<file path="config.mk">
export PLATFORM = sky130hd
export DESIGN_NAME = spi_slave_param
export DESIGN_NICKNAME = d
export VERILOG_FILES = /design/src/rtl/spi_slave_param.sv
export SDC_FILE = /design/constraint.sdc
export NUM_CORES = 1
export LEC_CHECK = 0
export CAP_MARGIN = 20
export CORE_ASPECT_RATIO = 0.8
export CORE_MARGIN = 5
export CORE_UTILIZATION = 48
export DETAILED_ROUTE_END_ITERATION = 16
export PLACE_DENSITY = 0.82
export SLEW_MARGIN = 10
export SYNTH_ARGS = -nofsm -noshare
export SYNTH_HDL_FRONTEND = slang
export SYNTH_SLANG_ARGS = --single-unit
export TNS_END_PERCENT = 5
</file>
<file path="constraint.sdc">
create_clock -name clk -period 1.75 [get_ports clk]
set_input_delay 0.175 -clock clk [delete_from_list [all_inputs] [get_ports clk]]
set_output_delay 0.175 -clock clk [all_outputs]
set_load 0.05 [all_outputs]
</file>
<file path="src/rtl/spi_slave_param.sv">
// SPI slave front end for the single-port RAM: receives {cmd, payload} frames, returns read data on MISO.
// Optional odd-parity framing in both directions is built when SPI_PARITY_EN is defined.
module spi_slave_param #(
  parameter int PAY_W      = 8,
  parameter int DATA_W     = 8,
  parameter int TX_TIMEOUT = 16
) (
  input  logic              clk,
  input  logic              rst,
  input  logic              SS_n,
  input  logic              MOSI,
  output logic              MISO,
  output logic [PAY_W+1:0]  rx_data,
  output logic              rx_valid,
  input  logic [DATA_W-1:0] tx_data,
  input  logic              tx_valid,
  output logic              frame_err,
  output logic              busy
);

  localparam int N = PAY_W + 2;
`ifdef SPI_PARITY_EN
  localparam int FRAME_N = N + 1;
  localparam int SEND_N  = DATA_W + 1;
`else
  localparam int FRAME_N = N;
  localparam int SEND_N  = DATA_W;
`endif
  localparam int CNT_MAX = (FRAME_N > SEND_N)
                         ? ((FRAME_N > TX_TIMEOUT) ? FRAME_N : TX_TIMEOUT)
                         : ((SEND_N > TX_TIMEOUT) ? SEND_N : TX_TIMEOUT);
  localparam int CNT_W   = $clog2(CNT_MAX + 1);

  typedef enum logic [2:0] {IDLE, RECV, WAIT_TX, SEND, DONE} state_t;

  state_t              state, state_next;
  logic [CNT_W-1:0]    cnt, cnt_next;
  logic [FRAME_N-1:0]  sr, sr_next, sr_shift;
  logic [SEND_N-1:0]   tx_sr, tx_sr_next, tx_word;
  logic [N-1:0]        frame, rx_data_next;
  logic [1:0]          cmd;
  logic                miso_next, rx_valid_next, frame_err_next;
  logic                rd_addr_flag, flag_next, frame_ok;

  assign sr_shift = {sr[FRAME_N-2:0], MOSI};
  assign frame    = sr_shift[FRAME_N-1 -: N];
  assign cmd      = frame[N-1:N-2];
  assign busy     = (state != IDLE);

`ifdef SPI_PARITY_EN
  // odd parity: the received word including its parity bit must hold an odd number of ones
  assign frame_ok = ^sr_shift;
  assign tx_word  = {tx_data, ~^tx_data};
`else
  assign frame_ok = 1'b1;
  assign tx_word  = tx_data;
`endif

  always_ff @(posedge clk) begin
    if (rst) begin
      state        <= IDLE;
      cnt          <= '0;
      sr           <= '0;
      tx_sr        <= '0;
      MISO         <= 1'b0;
      rx_data      <= '0;
      rx_valid     <= 1'b0;
      frame_err    <= 1'b0;
      rd_addr_flag <= 1'b0;
    end else begin
      state        <= state_next;
      cnt          <= cnt_next;
      sr           <= sr_next;
      tx_sr        <= tx_sr_next;
      MISO         <= miso_next;
      rx_data      <= rx_data_next;
      rx_valid     <= rx_valid_next;
      frame_err    <= frame_err_next;
      rd_addr_flag <= flag_next;
    end
  end

  // cnt is a down-counter in every state; reaching zero marks the last bit or the timeout edge
  always_comb begin
    state_next     = state;
    cnt_next       = cnt;
    sr_next        = sr;
    tx_sr_next     = tx_sr;
    miso_next      = MISO;
    rx_data_next   = rx_data;
    rx_valid_next  = 1'b0;
    frame_err_next = 1'b0;
    flag_next      = rd_addr_flag;
    case (state)
      IDLE: begin
        if (!SS_n) begin
          state_next = RECV;
          cnt_next   = CNT_W'(FRAME_N - 1);
        end
      end
      RECV: begin
        if (SS_n) begin
          state_next     = IDLE;
          frame_err_next = 1'b1;
          miso_next      = 1'b0;
        end else begin
          sr_next = sr_shift;
          if (cnt != '0) begin
            cnt_next = cnt - 1'b1;
          end else begin
            state_next = DONE;
            if (!frame_ok || (cmd == 2'b11 && !rd_addr_flag)) begin
              frame_err_next = 1'b1;
            end else begin
              rx_data_next  = frame;
              rx_valid_next = 1'b1;
              if (cmd == 2'b10) flag_next = 1'b1;
              if (cmd == 2'b11) begin
                state_next = WAIT_TX;
                cnt_next   = CNT_W'(TX_TIMEOUT - 1);
              end
            end
          end
        end
      end
      WAIT_TX: begin
        if (SS_n) begin
          state_next     = IDLE;
          frame_err_next = 1'b1;
          miso_next      = 1'b0;
          flag_next      = 1'b0;
        end else if (tx_valid) begin
          state_next = SEND;
          miso_next  = tx_word[SEND_N-1];
          tx_sr_next = tx_word << 1;
          cnt_next   = CNT_W'(SEND_N - 1);
        end else if (cnt == '0) begin
          state_next     = DONE;
          frame_err_next = 1'b1;
          flag_next      = 1'b0;
        end else begin
          cnt_next = cnt - 1'b1;
        end
      end
      SEND: begin
        if (SS_n) begin
          state_next     = IDLE;
          frame_err_next = 1'b1;
          miso_next      = 1'b0;
          flag_next      = 1'b0;
        end else if (cnt == '0) begin
          state_next = DONE;
          miso_next  = 1'b0;
          flag_next  = 1'b0;
        end else begin
          miso_next  = tx_sr[SEND_N-1];
          tx_sr_next = tx_sr << 1;
          cnt_next   = cnt - 1'b1;
        end
      end
      DONE: begin
        miso_next = 1'b0;
        if (SS_n) state_next = IDLE;
      end
      default: state_next = IDLE;
    endcase
  end

endmodule
</file>
==> results.md <==
- Status: complete, no violations
- Fin worst setup slack: 0.0237 ns
- Cells after Synth: 205
- Layout Skew: 0.00656 ns
- Io pins: 27
- CTS Buffer Depth: 2
- Synth Register Bits: 38
- Dominant synthesized flop cell: dfxtp_1
- Die height: 64.4 um
- # port buffers: 26
- Final GP Congestion: 0.868
- CP Capture Type: register
- Worst path buffer plus inverter count: 3
- Final wirelength: 4.46 mm
- CP required: 1.90 ns
- Final-stage net count: 271
- Via density: 5.80
- Top cell by count, worst path: buf_6
- Worst path max stage delay: 0.45 ns
- Setup TNS: 0 ns
- Area delta synth->final: 41.1%
- Avg Synthesized Cell Area: 8.65 um2
- Leakage power: 0.898 nW
- RSZ-0062 raised after global routing: true
- Yosys warning count: 0
- Commonest non-fill, non-tap cell in the layout: dfxtp_1
- Hold Crit Class: input pin to register
- Slowest stage cell, crit path: a311o_2
- Cell area power density: 858 nW/um2
- Crit path time final: 1.73 ns
- Post-synth EDFFs: 0
- Worst-path fanout max: 6
- Clock-pin slew on the worst setup and hold paths: 0.08 ns
- Tot Pwr: 0.00215 W
- Final Setup Violations: 0
- Fin crit share: 98.6%
- First-iteration detailed-routing DRC count: 93
- Post-synthesis cell type count: 48
- CP cell instances: inv_2, ha_4, nor4b_4, buf_6, buf_6, a311o_2, a211oi_2, a211oi_1
- Die X: 78.0 um
- GRT Util Overall: 17.5%
- Sequential-to-total area share from yosys stat: 42.9%
- N_diodes: 0
- Setup crit start kind: register
- Root Driver: clkbuf_8
- Max IR drop VDD: 0.000728 V
- # DRC: 0
- Via count: 1733
- # rows: 19
- Die Area: 5020 um2
- TritonCTS Buffers: 5
- Initial Util: 50.7%
- Max_cap viols: 0
- Post-DP HPWL: 3.16 mm
- Vias in the first global route: 1524
- First-pass GRT wire length: 7.18 mm
- Filler Cell Count: 246
- Detailed Routing Iterations Pass 1: 4
- Async S/R FF share, synth: 0%
- Commonest cells after routing, fill and taps aside: 36 x dfxtp_1, 32 x nand2_1, 25 x clkdlybuf4s50_1, 25 x buf_4, 15 x a21oi_1
- H-tree levels: 2
- Core ar.: 3490 um2
- Crit path DAT: 1.88 ns
- Largest net degree at the start of global routing: 15
- CTS tree: done
- Slew headroom: 57.6%
- Remaining global-route overflow: 0
- WS Path Type: register to register
- Syn nets: 220
- Fin. max-slew vios: 0
- Worst slew pin tran: 0.631 ns
- Share of cells above drive strength 1: 24.5%
- Initial antenna violation count: 0
- ANT nets after route: 0
- Number of hold violations in the final report: 0
- Routed len/inst: 14.9 um
- Cell family with most CP delay: compound AO/OA/AOI/OAI gates
- Post-Syn Area: 1770 um2
- Num Clock Sinks: 38
- Fmax: 0.579 GHz
- Worst skew pair latency: 0.29 ns
- Pre-CTS WS: -0.0381 ns
[Yosys cell counts, drive strengths merged, types with 2 or more instances]
cell      n  share of area, %
ha        2               1.4
a221oi    3               1.8
clkbuf    8               1.9
a22o      9               4.4
nor4b     2               1.8
a211oi    7               3.2
nand2b    4               1.4
a2111oi   3               2.9
inv       9               2.0
nor2b     2              0.71
nand2    33               7.0
a21oi    15               4.2
nand3    10               2.8
dfxtp    38                43
a31oi     2               1.1
nor3      7               2.0
buf       4               1.6
a311oi    7               3.5
nor2     15               3.3
o21ai     9               2.5
[stage by stage]
stage	hold slack, ns	util [%]	instance area [um2]	instances
floorplan	0.301	-	1800	205
global placement	0.457	65.3	2280	288
detailed placement	0.464	65.3	2280	288
CTS	0.449	70.2	2450	299
global route	0.460	71.6	2500	299
finish	0.456	71.6	2500	299
[kinds of logic (layout without fill, tap and decap cells)]
group,count (synthesis),count (layout),synth area share (%)
flip-flops,38,38,42.9
XOR/XNOR,1,1,0.494
adder cells (fa/ha/maj),2,2,1.41
AND/OR/NAND/NOR,78,78,21.1
AO/OA/AOI/OAI,65,65,28.6
buffers and inverters,21,73,5.50
[worst paths after layout]
kind / start / to / slack [ns] / cells after the start
min reg2reg: sr[4]$_SDFFE_PP0P_ / sr[5]$_SDFFE_PP0P_ / 0.47 / 2
min: tx_data[3] / tx_sr[4]$_SDFFE_PP0P_ / 0.46 / 3
max: cnt[1]$_SDFFE_PP0P_ / cnt[1]$_SDFFE_PP0P_ / 0.02 / 8
max reg2reg: cnt[1]$_SDFFE_PP0P_ / cnt[1]$_SDFFE_PP0P_ / 0.02 / 8
[layer usage]
layer / GRT usage, % / share of wire [%] / vias up
li1: - / - / 853
met4: 5.06 / 0.61 / 0
met2: 27.2 / 47 / 61
met1: 24.2 / 46 / 815
met5: 0 / 0 / -
met3: 4.21 / 7.0 / 4
[registers in the layout, summed over array words and instances, names as in the netlist, 3 cells and up]
register / count
cnt: 5
rx_data: 10
sr: 9
state: 3
tx_sr: 7
[area by class of cell]
type                            instances  area [um2]  area share [%]
Clock buffer                            6        82.6            3.30
Clock inverter                          2        60.1            2.40
Inverter                                9        36.3            1.45
Multi-Input combinational cell        146         991            39.6
Sequential cell                        38         763            30.5
Tap cell                               42        52.6            2.10
Timing Repair Buffer                   56         517            20.7
[power breakdown]
| part | total, W | switching [W] | internal (W) |
|---|---|---|---|
| registers | 0.000898 | 0.0000187 | 0.000879 |
| clock network | 0.000911 | 0.000303 | 0.000608 |
| logic | 0.000339 | 0.000177 | 0.000163 |
[worst min-delay path, delay by kind of cell]
kind / cells / cell delay, ns
and+or+nand+nor: 1 / 0.05
AOI/OAI and AO/OA: 1 / 0.08
buffers and inverters: 1 / 0.39
[timing repair]
| item | CTS | global route |
|---|---|---|
| hold buffers | 0 | 0 |
| gates cloned | 1 | 0 |
| pin swaps | 2 | 10 |
| gates resized for setup | 2 | 11 |
| endpoints found under the setup margin | 9 | 21 |
| setup buffers | 2 | 0 |
Note: power is estimated with default switching activity, not from simulation.
